## src/rtl/bandai_bus_arb.sv

```systemverilog
// Cartridge bus arbiter: shares one mapper bus between the console and a
// programmer port. Console cycles pass straight through in IDLE/HOST. A
// programmer cycle is a registered setup/strobe/hold/release sequence, and a
// starvation counter guarantees the programmer eventually wins.
module bandai_bus_arb #(
  parameter int STRB_CYC   = 2,
  parameter int STARVE_MAX = 64
) (
  input  logic       CLK,
  input  logic       RSTn,
  input  logic       H_CEn,
  input  logic       H_OEn,
  input  logic       H_WEn,
  input  logic [7:0] H_ADDR,
  output logic       H_WAITn,
  input  logic       P_REQ,
  input  logic       P_WR,
  input  logic [7:0] P_ADDR,
  input  logic [7:0] P_WDATA,
  output logic       P_ACK,
  output logic [7:0] P_RDATA,
  output logic       M_CEn,
  output logic       M_OEn,
  output logic       M_WEn,
  output logic [7:0] M_ADDR,
  output logic [7:0] M_DQ_O,
  output logic       M_DQ_OE,
  input  logic [7:0] M_DQ_I,
  output logic       BUSY
);

  typedef enum logic [2:0] {
    IDLE,
    HOST,
    P_SETUP,
    P_STROBE,
    P_HOLD,
    P_REL
  } state_t;

  localparam logic [3:0] STRB_LAST  = 4'(STRB_CYC - 1);
  localparam logic [7:0] STARVE_LIM = 8'(STARVE_MAX);

  state_t     state_q, state_d;
  logic [3:0] strb_cnt_q, strb_cnt_d;
  logic [7:0] starve_cnt_q, starve_cnt_d;
  logic [7:0] addr_q, addr_d;
  logic [7:0] wdata_q, wdata_d;
  logic       wr_q, wr_d;
  logic [7:0] rdata_q, rdata_d;
  logic       m_cen_q, m_cen_d;
  logic       m_oen_q, m_oen_d;
  logic       m_wen_q, m_wen_d;
  logic       m_dq_oe_q, m_dq_oe_d;
  logic       p_ack_q, p_ack_d;
  logic       busy_q, busy_d;

  logic starve_full;
  logic pass_through;

  assign starve_full  = (starve_cnt_q == STARVE_LIM);
  assign pass_through = (state_q == IDLE) || (state_q == HOST);

  // Next-state, programmer latches, strobe timer and starvation counter.
  always_comb begin
    state_d      = state_q;
    strb_cnt_d   = strb_cnt_q;
    starve_cnt_d = starve_cnt_q;
    addr_d       = addr_q;
    wdata_d      = wdata_q;
    wr_d         = wr_q;
    rdata_d      = rdata_q;

    case (state_q)
      IDLE: begin
        // Console normally wins a tie; a starved programmer takes the bus.
        if (P_REQ && (H_CEn || starve_full)) begin
          state_d      = P_SETUP;
          addr_d       = P_ADDR;
          wdata_d      = P_WDATA;
          wr_d         = P_WR;
          starve_cnt_d = 8'd0;
        end else if (!H_CEn) begin
          state_d = HOST;
        end
      end
      HOST: begin
        if (H_CEn) state_d = IDLE;
      end
      P_SETUP: begin
        state_d    = P_STROBE;
        strb_cnt_d = STRB_LAST;
      end
      P_STROBE: begin
        if (strb_cnt_q == 4'd0) begin
          state_d = P_HOLD;
          // Read data is sampled on the final strobe edge, while OEn is low.
          if (!wr_q) rdata_d = M_DQ_I;
        end else begin
          strb_cnt_d = strb_cnt_q - 4'd1;
        end
      end
      P_HOLD:  state_d = P_REL;
      P_REL:   state_d = IDLE;
      default: state_d = IDLE;
    endcase

    // A waiting programmer accumulates starvation credit until granted.
    if (pass_through && P_REQ && (state_d != P_SETUP) && !starve_full) begin
      starve_cnt_d = starve_cnt_q + 8'd1;
    end
  end

  // Registered mapper strobes and status, decoded from the state being entered.
  always_comb begin
    m_cen_d   = !((state_d == P_SETUP) || (state_d == P_STROBE) || (state_d == P_HOLD));
    m_oen_d   = !((state_d == P_STROBE) && !wr_d);
    m_wen_d   = !((state_d == P_STROBE) && wr_d);
    m_dq_oe_d = wr_d && ((state_d == P_SETUP) || (state_d == P_STROBE) || (state_d == P_HOLD));
    p_ack_d   = (state_d == P_REL);
    busy_d    = (state_d != IDLE);
  end

  // FSM and all registered state; reset returns the bus to an idle, released condition.
  always_ff @(posedge CLK or negedge RSTn) begin
    if (!RSTn) begin
      state_q      <= IDLE;
      strb_cnt_q   <= 4'd0;
      starve_cnt_q <= 8'd0;
      addr_q       <= 8'd0;
      wdata_q      <= 8'd0;
      wr_q         <= 1'b0;
      rdata_q      <= 8'd0;
      m_cen_q      <= 1'b1;
      m_oen_q      <= 1'b1;
      m_wen_q      <= 1'b1;
      m_dq_oe_q    <= 1'b0;
      p_ack_q      <= 1'b0;
      busy_q       <= 1'b0;
    end else begin
      state_q      <= state_d;
      strb_cnt_q   <= strb_cnt_d;
      starve_cnt_q <= starve_cnt_d;
      addr_q       <= addr_d;
      wdata_q      <= wdata_d;
      wr_q         <= wr_d;
      rdata_q      <= rdata_d;
      m_cen_q      <= m_cen_d;
      m_oen_q      <= m_oen_d;
      m_wen_q      <= m_wen_d;
      m_dq_oe_q    <= m_dq_oe_d;
      p_ack_q      <= p_ack_d;
      busy_q       <= busy_d;
    end
  end

  // Mapper bus mux: console passthrough when idle/host, registered programmer
  // drive otherwise; reset overrides everything so the mapper is released at once.
  always_comb begin
    M_CEn   = m_cen_q;
    M_OEn   = m_oen_q;
    M_WEn   = m_wen_q;
    M_ADDR  = addr_q;
    M_DQ_OE = m_dq_oe_q;
    if (pass_through) begin
      M_CEn   = H_CEn;
      M_OEn   = H_OEn;
      M_WEn   = H_WEn;
      M_ADDR  = H_ADDR;
      M_DQ_OE = 1'b0;
    end
    if (!RSTn) begin
      M_CEn   = 1'b1;
      M_OEn   = 1'b1;
      M_WEn   = 1'b1;
      M_ADDR  = 8'd0;
      M_DQ_OE = 1'b0;
    end
  end

  assign M_DQ_O  = wdata_q;
  assign P_RDATA = rdata_q;
  assign P_ACK   = p_ack_q;
  assign BUSY    = busy_q;
  // Console is stalled only while it asks for the bus during a programmer cycle.
  assign H_WAITn = !(!H_CEn && !pass_through);

endmodule

```

## config.mk

```make
export PLATFORM = sky130hd
export DESIGN_NAME = bandai_bus_arb
export DESIGN_NICKNAME = d
export VERILOG_FILES = /design/src/rtl/bandai_bus_arb.sv
export SDC_FILE = /design/constraint.sdc
export NUM_CORES = 1
export LEC_CHECK = 0
export ABC_AREA = 1
export BUFFER_PORTS_ARGS = -buffer_cell sky130_fd_sc_hd__buf_2
export CORE_ASPECT_RATIO = 1.2
export CORE_MARGIN = 4
export CORE_UTILIZATION = 46
export DETAILED_ROUTE_END_ITERATION = 10
export GPL_ROUTABILITY_DRIVEN = 0
export PLACE_DENSITY = 0.84
export SYNTH_ARGS = -nofsm -noshare
export SYNTH_HDL_FRONTEND = slang
export SYNTH_SLANG_ARGS = --single-unit
```

## constraint.sdc

```tcl
create_clock -name CLK -period 2.81 [get_ports CLK]
set_input_delay 0.4215 -clock CLK [delete_from_list [all_inputs] [get_ports CLK]]
set_output_delay 0.4215 -clock CLK [all_outputs]
set_load 0.01 [all_outputs]
```

==> impl_metrics.toml, run 1 <==
[status]
outcome = "finished, final reports clean"

[detailed_routing]
route.final.wire_length_um = 5214
route.detailed.wl_per_inst_um = 12.75
drc = 0
postRouteAntennaNets = 0
routed-via-count = 2028
detail_route.iter0.violations = 126
drt_pass1_iterations = 5
vias_per_cell = 4.958

[grt]
number_of_antenna_violations_at_the_first_check_in_global_routing = 0
wire_length_of_the_first_global_routing_pass_um = 8887
overflow = 0
grtUsageTotal_pct = 17.97
grt_pass1_vias = 2052
grt_max_degree = 35

[setup_path]
crit_chain = "nor2_4, inv_2, nor2_1, a211oi_1, buf_2"
worst_r2r_path_depth = 10
crit_required_ns = 2.39
number_of_cells_on_the_critical_path = 5
path_buf_inv = 2
slowest_delay_ns = 0.43
worst-path-max-fanout = 22
worst-endpoint-arrival_ns = 1.59
slowest_stage = "sky130_fd_sc_hd__dfrtp_1"
worstSetupPathType = "reg -> out"
timing.critical_path.to_type = "primary output"
worst_path_dominant_cell_family = "buffers and inverters"
start_kind = "flip-flop"

[hold_path]
min-delay-path-class = "in -> async"

[logic_synthesis]
synthesis.area_mm2 = 0.002330
register_area_share_after_synthesis_pct = 49.57
synth_compound_area_share_pct = 8.915
synthesis.yosys.warnings = 0
synth_area_leader_cell = "sky130_fd_sc_hd__dfrtp_1"
synthSimpleGateAreaFrac_pct = 28.41
dominant_combinational_cell_family_by_area_after_synthesis = "simple AND/OR/NAND/NOR gates"
synth.top_cells.by_area = "sky130_fd_sc_hd__dfrtp_1 (46%), sky130_fd_sc_hd__nand2_1 (12%), sky130_fd_sc_hd__nand3_1 (6.9%)"
synth_cell_type_count = 31
post_synth.cell_area_avg_um2 = 8.441
post_synthesis_cell_count = 276
synthDominantCellAreaShare_pct = 46.19
synth_fp_nets = 319
synth.area.mux_share_pct = 0
seq_cells_post_synth = 46
synth-xor-area-share_pct = 1.880
synth-adder-area-share_pct = 2.148

[finish]
area_growth_pct = 20.19
finish.net_count = 391
layout_commonest_cell = "sky130_fd_sc_hd__nand2_1"
postLayoutCoreUtil_pct = 57.09
drive_gt1_share_pct = 31.81
layout.cells.most_common_list = "sky130_fd_sc_hd__nand2_1 (75), sky130_fd_sc_hd__buf_2 (69), sky130_fd_sc_hd__dfrtp_1 (43)"
final_area_mm2 = 0.002800
insertedDiodeCount = 0

[timing]
fmax_mhz = 498.1
whs_ns = 0.1092
final-setup-viol-count = 0
hold_violations = 0
timing_max_transition_violations_final = 0
timing.clock.skew_ns = 0.004445
worst_max_slew_pin_slew_ns = 0.4200
grt_setup_unrepaired = "no"
final_critical_path_share_of_the_clock_period_pct = 71.45
setup_slack_ns = 0.8022
final.setup.tns_ns = 0
worst_slew_margin_rel_pct = 72.00
period_minus_slack_ns = 2.008

[floorplanning]
boundaryPins = 70
die_h_um = 85.96
die_w_um = 72.97
full_die_area_mm2 = 0.006272
initial_core_util_pct = 47.50
core_mm2 = 0.004905
placement_rows = 28

[placement]
pre_cts_slack_ns = 0.9823
post-dp-hpwl_um = 3964
number_of_port_buffers = 69
dpl-instance-area_mm2 = 0.002714

[clock_tree]
tritoncts.num_buffers = 5
tritoncts = "yes"
clock_latency_ns = 0.30
clock_tree.htree_level_count = 2
cts_sinks = 46
ctsHoldBuffers = 0
cts.path.max_buffers = 2
clk_root_buf = "sky130_fd_sc_hd__clkbuf_8"
postCtsSetupBuffers = 0
post_cts_resized = 0
cts.clk_slew.worst_paths_ns = 0.08

[pwr]
power.density_cell_area_mw_per_mm2 = 980.1
total_leakage_power_uw = 0.001493
peak_vdd_ir_mv = 0.4665

[run]
maxCapViolations = 0
-- where the power goes --
part | switching (µW) | internal [µW] | total [µW]
Combinational | 786 | 461 | 1250
Clock | 223 | 176 | 399
Sequential | 157 | 942 | 1100
-- state kept, by name (all words and copies together), names as in the netlist --
signal / flops
addr_q: 8
P_RDATA: 8
strb_cnt_q: 4
m_cen_q: 1
wr_q: 1
BUSY: 1
state_q: 3
M_DQ_O: 8
starve_cnt_q: 8
P_ACK: 1
m_oen_q: 1
m_dq_oe_q: 1
m_wen_q: 1
-- layer usage --
| metal | up-vias | GRT usage [%] | routed length (µm) |
|---|---|---|---|
| met3 | 7 | 4.455 | 380 |
| li1 | 1023 | - | - |
| met2 | 60 | 31.44 | 2635 |
| met4 | 0 | 5.034 | 64 |
| met5 | - | 0 | 0 |
| met1 | 938 | 21.67 | 2133 |
-- cells in the mapped netlist, drive strengths merged --
master / number
nor2: 25
clkinv: 1
nand3: 33
xor2: 4
dfrtp: 43
dfstp: 3
inv: 39
clkbuf: 1
ha: 4
o211ai: 1
nor3: 4
buf: 6
o21ai: 16
o22ai: 1
nor3b: 1
xnor2: 1
a211oi: 8
a21oi: 1
nand4: 3
nand2: 81
-- cell type report --
class,count,area (µm²)
Clock buffer,6,72.57
Clock inverter,2,13.76
Fill cell,459,2105
Inverter,40,152.6
Multi-Input combinational cell,183,963.4
Sequential cell,46,1155
Tap cell,60,75.07
Timing Repair Buffer,72,367.9
-- kinds of logic (layout without fill, tap and decap cells) --
logic type,count (synthesis),in the layout
AO/OA/AOI/OAI,27,27
XOR/XNOR,5,5
adder cells (fa/ha/maj),4,4
buffers and inverters,47,120
flip-flops,46,46
AND/OR/NAND/NOR,147,147
-- worst paths after layout --
path | to | slack (ns) | startpoint
worst min-delay path | starve_cnt_q[6] | 0.11 | RSTn
worst min register to register | P_RDATA[3] | 0.48 | P_RDATA[3]
worst max register to register | addr_q[2] | 0.97 | starve_cnt_q[0]
worst max-delay path | M_ADDR[4] | 0.80 | state_q[2]
min in group CLK | M_DQ_O[6] | 0.32 | P_WDATA[6]
max in group asynchronous | m_oen_q | 2.29 | RSTn
-- metrics by stage --
step                      total power [µW]  cells
after floorplan                       1984    276
after global placement                2309    401
after detailed placement              2362    401
after CTS                             2768    409
after global routing                  2981    409
final                                 2745    409
Power figures use the tool's default switching activity.
==> run 2, diff against run 1 <==
Settings changed: ABC_AREA 1 to 0, PLACE_DENSITY 0.84 to 0.87.
Clock period 2.81 ns to 1.72 ns, I/O delays scaled along.
==> run 2 against run 1 <==
Against the previous run: the flow now finishes with violations (negative setup slack); flip-flop and latch count stayed put; core utilization is 13 points higher; combinational power grew 110%; routed wire length grew 19%; via count increased by 0.25%; final area is 17% higher; hold slack worse by 0.047 ns; sequential power up 68%; total power rose by 94%; critical path depth rose by 1; synthesized area decreased by 4.0%; clock-buffer cell count grew 1.
==> impl_metrics.toml, run 2 <==
[detailed_routing]
routed-via-count = 2033
drt_pass1_iterations = 4
route.detailed.wl_per_inst_um = 16.47
route.final.wire_length_um = 6192
drc = 0
vias_per_cell = 5.407
postRouteAntennaNets = 0
detail_route.iter0.violations = 120

[floorplanning]
placement_rows = 27
initial_core_util_pct = 47.96
die_h_um = 84.37
boundaryPins = 70
die_w_um = 71.65
full_die_area_mm2 = 0.006045
core_mm2 = 0.004662

[timing]
final-setup-viol-count = 19
hold_violations = 0
setup_slack_ns = -0.1071
period_minus_slack_ns = 1.827
timing_max_transition_violations_final = 0
final_critical_path_share_of_the_clock_period_pct = 106.2
worst_max_slew_pin_slew_ns = 0.5918
worst_slew_margin_rel_pct = 60.42
final.setup.tns_ns = -0.9905
fmax_mhz = 547.3
grt_setup_unrepaired = "yes"
timing.clock.skew_ns = 0.01177

[setup_path]
worst_r2r_path_depth = 6
worstSetupPathType = "reg -> reg"
r2r-end = "starve_cnt_q[5]"
slowest_stage = "sky130_fd_sc_hd__dfrtp_1"
setup_slack_reg_to_reg_ns = -0.11
crit_required_ns = 1.89
crit_chain = "inv_2, ha_1, or3b_4, o2111a_2, and3_1, a311o_1"
critPathCapture = "starve_cnt_q[5]"
timing.critical_path.to_type = "flip-flop"
worstReg2RegStart = "starve_cnt_q[1]"
start_kind = "flip-flop"
slowest_delay_ns = 0.41
critPathLaunch = "starve_cnt_q[1]"
worst-path-max-fanout = 2
worst-endpoint-arrival_ns = 2.00

[clock_tree]
tritoncts.num_buffers = 5
tritoncts = "yes"
clock_latency_ns = 0.30
cts_sinks = 46
cts.clk_slew.worst_paths_ns = 0.08
cts.path.max_buffers = 2
clock_tree.htree_level_count = 2
clk_root_buf = "sky130_fd_sc_hd__clkbuf_8"

[finish]
layout.cells.most_common_list = "sky130_fd_sc_hd__buf_2 (69), sky130_fd_sc_hd__dfrtp_1 (41), sky130_fd_sc_hd__buf_4 (34)"
layout_commonest_cell = "sky130_fd_sc_hd__buf_2"
finish.net_count = 360
drive_gt1_share_pct = 55.97
area_growth_pct = 46.11
insertedDiodeCount = 0
postLayoutCoreUtil_pct = 70.08

[logic_synthesis]
register_area_share_after_synthesis_pct = 51.65
seq_cells_post_synth = 46
most_common_cell_in_the_synthesized_netlist = "sky130_fd_sc_hd__dfrtp_1"
synth_area_leader_cell = "sky130_fd_sc_hd__dfrtp_1"
post_synth.cell_area_avg_um2 = 10.80
predominant_post_synthesis_flop_cell = "sky130_fd_sc_hd__dfrtp_1"
synth_fp_nets = 250
async_flop_share_pct = 100.0
synthDominantCellAreaShare_pct = 48.13
synthesis.yosys.warnings = 0
synthesis.area_mm2 = 0.002236
post_synthesis_cell_count = 207
synth.top_cells.by_area = "sky130_fd_sc_hd__dfrtp_1 (48%), sky130_fd_sc_hd__mux2_2 (12%), sky130_fd_sc_hd__nand2_1 (5.2%)"
post_synth_most_frequent_cells = "sky130_fd_sc_hd__dfrtp_1 (43), sky130_fd_sc_hd__nand2_1 (31), sky130_fd_sc_hd__mux2_2 (23)"
edff_count_synth = 0
synth_cell_type_count = 46

[pwr]
p_sw_uw = 1942
power_report.internal_total_uw = 3369
switching_fraction_pct = 36.57
pwr-share-clk_pct = 14.6
pwr-share-seq_pct = 34.9
total_leakage_power_uw = 0.001576
comb_power_share_pct = 50.5
power.density_cell_area_mw_per_mm2 = 1626
peak_vdd_ir_mv = 0.9806

[status]
violations_in_the_final_reports = "negative setup slack"
outcome = "finished, violations left"

[grt]
wire_length_of_the_first_global_routing_pass_um = 9149
number_of_antenna_violations_at_the_first_check_in_global_routing = 0
overflow = 0
grt_max_degree = 26
grt_pass1_vias = 1969
grtUsageTotal_pct = 18.94

[run]
maxCapViolations = 0

[placement]
post-dp-hpwl_um = 4023
pre_cts_slack_ns = -0.08817
number_of_port_buffers = 69

[hold_path]
min-delay-path-class = "in -> async"
run 2: cell types whose count changed after synthesis, moves of 6 or more:
cell	change
sky130_fd_sc_hd__inv_1	-29
sky130_fd_sc_hd__mux2_2	+23
sky130_fd_sc_hd__nor2_1	-15
sky130_fd_sc_hd__a211oi_1	-8
sky130_fd_sc_hd__nor2b_1	+6
sky130_fd_sc_hd__nand2_1	-44
sky130_fd_sc_hd__o21ai_0	+7
sky130_fd_sc_hd__nand3_1	-24
sky130_fd_sc_hd__a21boi_0	+8
sky130_fd_sc_hd__o21ai_2	-13
run 2: area by class of cell:
type	instances	area [µm²]
Multi-Input combinational cell	149	1216
Timing Repair Buffer	110	695.7
Inverter	5	18.77
Clock buffer	7	76.32
Fill cell	309	1395
Tap cell	58	72.57
Sequential cell	46	1157
Clock inverter	1	30.03
run 2: power by group through the flow:
stage	Clock [µW]	Sequential [µW]	Combinational, µW
floorplan	0	1890	1190
global placement	0	1790	2080
detailed placement	0	1820	2160
CTS	787	1820	2350
global route	835	1900	2910
finish	778	1850	2680
run 2: repair_timing:
item / CTS / global route
endpoints found under the setup margin: 46 / 47
setup buffers: 6 / 3
gates resized for setup: 19 / 37
pin swaps: 7 / 14
hold endpoints to repair: 13 / 0
cloned: 0 / 1
hold buffers: 1 / 0
run 2: how the worst min path moves through the flow:
stage	endpoint	from	depth (start not counted)	slack [ns]
2_1_floorplan	BUSY	RSTn	0	-0.04
3_3_place_gp	M_DQ_O[3]	RSTn	1	0.23
3_5_place_dp	M_DQ_O[6]	RSTn	1	0.24
4_1_cts	state_q[1]	RSTn	2	0.05
5_1_grt	state_q[1]	RSTn	2	0.09
6_report	state_q[1]	RSTn	2	0.06
run 2: cells by family (layout without fill, tap and decap cells):
| kind of cell | Yosys count | in the layout | synth area share (%) |
|---|---|---|---|
| compound gates | 38 | 38 | 11.53 |
| xor+xnor | 2 | 2 | 0.7836 |
| fa+ha+maj | 4 | 4 | 2.238 |
| buf+inv | 12 | 123 | 2.518 |
| flops | 46 | 46 | 51.65 |
| mux | 25 | 25 | 12.54 |
| simple gates | 80 | 80 | 18.75 |
run 2: critical path, delay by kind of cell, from the launching register on:
family	cells	cell delay, ns
compound gates	2	0.52
fa+ha+maj	1	0.16
buf+inv	1	0.07
flops	1	0.41
simple gates	2	0.54
run 2: layer usage:
| layer | track usage, % | vias to the layer above | share of wire, % |
|---|---|---|---|
| met1 | 21.70 | 1012 | 38 |
| met4 | 8.376 | 0 | 2.8 |
| met3 | 2.874 | 14 | 4.9 |
| met5 | 0 | - | 0 |
| met2 | 34.20 | 59 | 54 |
| li1 | - | 948 | - |
run 2: per-stage QoR:
step                hold WS [ns]  power, µW  instance area [µm²]  instances
floorplan               -0.03759       3085                 2272        207
global placement          0.2322       3869                 2887        357
detailed placement        0.2397       3983                 2887        357
CTS                      0.05294       4958                 3124        372
global route             0.09334       5639                 3267        376
finish                   0.06181       5311                 3267        376
==> run 3, diff against run 2 <==
Settings changed: CORE_MARGIN 4 to 2.
==> run 3 against run 2 <==
Against the previous run: the run still ends with negative setup slack left; non-clock buffer count up 2; combinational power up 11%; routed wire length grew 4.6%; fmax is 1.2% lower; total power increased by 6.2%; clock-buffer cell count shrank 1; sequential power about the same; flip-flop and latch count did not move; first-iteration DRC count shrank 5.0%; register-to-register slack worse by 0.02 ns; die area down 10%; critical path type unchanged; critical endpoint unchanged; highest routed layer unchanged.
==> impl_metrics.toml, run 3 (synthesized netlist as in run 2, its figures left out) <==
[status]
outcome = "finished, violations left"
violations_in_the_final_reports = "negative setup slack"

[timing]
timing_max_transition_violations_final = 0
timing.clock.skew_ns = 0.009890
final-setup-viol-count = 23
worst_slew_margin_rel_pct = 57.49
final_critical_path_share_of_the_clock_period_pct = 107.5
hold_violations = 0
fmax_mhz = 540.9
grt_setup_unrepaired = "yes"
period_minus_slack_ns = 1.849
worst_max_slew_pin_slew_ns = 0.6356
setup_slack_ns = -0.1286

[grt]
wire_length_of_the_first_global_routing_pass_um = 8907
grtUsageTotal_pct = 21.84
grt_pass1_vias = 1923
grt_max_degree = 26
overflow = 0
number_of_antenna_violations_at_the_first_check_in_global_routing = 0

[finish]
layout_commonest_cell = "sky130_fd_sc_hd__buf_2"
n_fill_cell = 295
area_growth_pct = 53.67
finish.net_count = 363
drive_gt1_share_pct = 57.63
insertedDiodeCount = 0
layout.cells.most_common_list = "sky130_fd_sc_hd__buf_2 (69), sky130_fd_sc_hd__dfrtp_1 (41), sky130_fd_sc_hd__buf_4 (30)"

[floorplanning]
placement_rows = 27
die_w_um = 67.65
boundaryPins = 70
die_h_um = 80.37
initial_core_util_pct = 48.31
full_die_area_mm2 = 0.005437
core_mm2 = 0.004628

[detailed_routing]
wl_met1_um = 2535
met3WireLength_um = 312
route.final.wire_length_um = 6476
postRouteAntennaNets = 0
highest-signal-layer = "met4"
routed-via-count = 2066
drt_pass1_iterations = 4
route.detailed.wl_per_inst_um = 17.09
vias_per_cell = 5.451
drc = 0
met2_length_um = 3531
detail_route.iter0.violations = 114

[run]
maxCapViolations = 0

[pwr]
pwr-share-seq_pct = 33.1
total_power_uw = 5642
power_report.internal_total_uw = 3595
switching_fraction_pct = 36.29
total_leakage_power_uw = 0.001653
comb_power_share_pct = 52.6
power.density_cell_area_mw_per_mm2 = 1642
pwr-share-clk_pct = 14.3
p_sw_uw = 2048
peak_vdd_ir_mv = 0.9496

[setup_path]
timing.critical_path.to_type = "flip-flop"
start_kind = "flip-flop"
worst-endpoint-arrival_ns = 2.04
worst-path-max-fanout = 3
worstSetupPathType = "reg -> reg"
slowest_delay_ns = 0.59
slowest_stage = "sky130_fd_sc_hd__or4b_4"
crit_chain = "or4b_4, o2111a_2, and3_4, a311o_1"
crit_required_ns = 1.91

[clock_tree]
cts.path.max_buffers = 2
clock_tree.htree_level_count = 2
tritoncts.num_buffers = 5
cts_sinks = 46
tritoncts = "yes"
cts.clk_slew.worst_paths_ns = 0.09
clk_root_buf = "sky130_fd_sc_hd__clkbuf_8"
clock_latency_ns = 0.30

[placement]
number_of_port_buffers = 69
pre_cts_slack_ns = -0.1040
post-dp-hpwl_um = 3742

[hold_path]
min-delay-path-class = "in -> async"
==> run 3: cell count changes in the layout (fill, tap and decap cells not counted), moves of 3 or more <==
cell | before | now
sky130_fd_sc_hd__buf_4 | 34 | 30
sky130_fd_sc_hd__buf_6 | 4 | 8
sky130_fd_sc_hd__mux2_2 | 15 | 0
sky130_fd_sc_hd__mux2_4 | 8 | 24
sky130_fd_sc_hd__nand2_2 | 5 | 2
==> run 3: timing repair <==
item / 4_1_cts / 5_1_grt
gates cloned: 1 / 2
hold endpoints to repair: 14 / 0
resized for setup: 14 / 72
hold buffers: 1 / 0
pin swaps: 5 / 22
setup endpoints to repair: 46 / 47
setup buffers: 4 / 9
==> run 3: per-layer routing <==
layer | track usage [%] | vias to the layer above
li1 | - | 956
met1 | 25.23 | 1028
met2 | 39.80 | 74
met3 | 3.361 | 8
met4 | 7.755 | 0
met5 | 0 | -
==> run 3: final timing paths <==
check	end	start	depth (start not counted)	slack, ns
setup reg to reg	starve_cnt_q[5]	starve_cnt_q[7]	4	-0.13
min in group CLK	M_DQ_O[5]	P_WDATA[5]	2	0.18
hold reg to reg	M_DQ_O[0]	M_DQ_O[0]	1	0.51
setup / recovery	starve_cnt_q[5]	starve_cnt_q[7]	4	-0.13
max in group asynchronous	addr_q[7]	RSTn	2	0.58
hold / removal	BUSY	RSTn	2	0.08
==> run 3: power groups by stage <==
stage	Combinational [µW]	Sequential [µW]	Clock, µW
floorplan	1190	1890	0
global placement	2060	1790	0
detailed placement	2130	1810	0
CTS	2290	1820	809
global route	3220	1910	866
finish	2970	1870	807
==> run 3: critical path: cells and delay by family, from the launching register on <==
family           cells  cell delay [ns]
AND/OR/NAND/NOR      2             0.76
AO/OA/AOI/OAI        2             0.57
flip-flops           1             0.42
==> run 3: through the flow <==
stage	TNS [ns]	instances	utilization (%)	area [µm²]	hold WS, ns
final	-1.854	379	74.24	3436	0.07969
after global routing	-3.702	379	74.24	3436	0.07386
after CTS	-1.062	370	66.88	3095	0.06621
after detailed placement	-0.5637	356	62.21	2879	0.2470
after global placement	-0.01586	356	62.21	2879	0.2314
after floorplan	-0.07219	207	-	2272	-0.03759
==> run 3: final cells by class <==
type,instances,area (µm²),share of cell area (%)
clock buffer,6,72.57,2.112
inverter,5,18.77,0.5462
clock inverter,2,37.54,1.092
timing repair buffer,112,750.7,21.85
tap,58,72.57,2.112
multi-input combinational,150,1326,38.60
sequential,46,1157,33.69
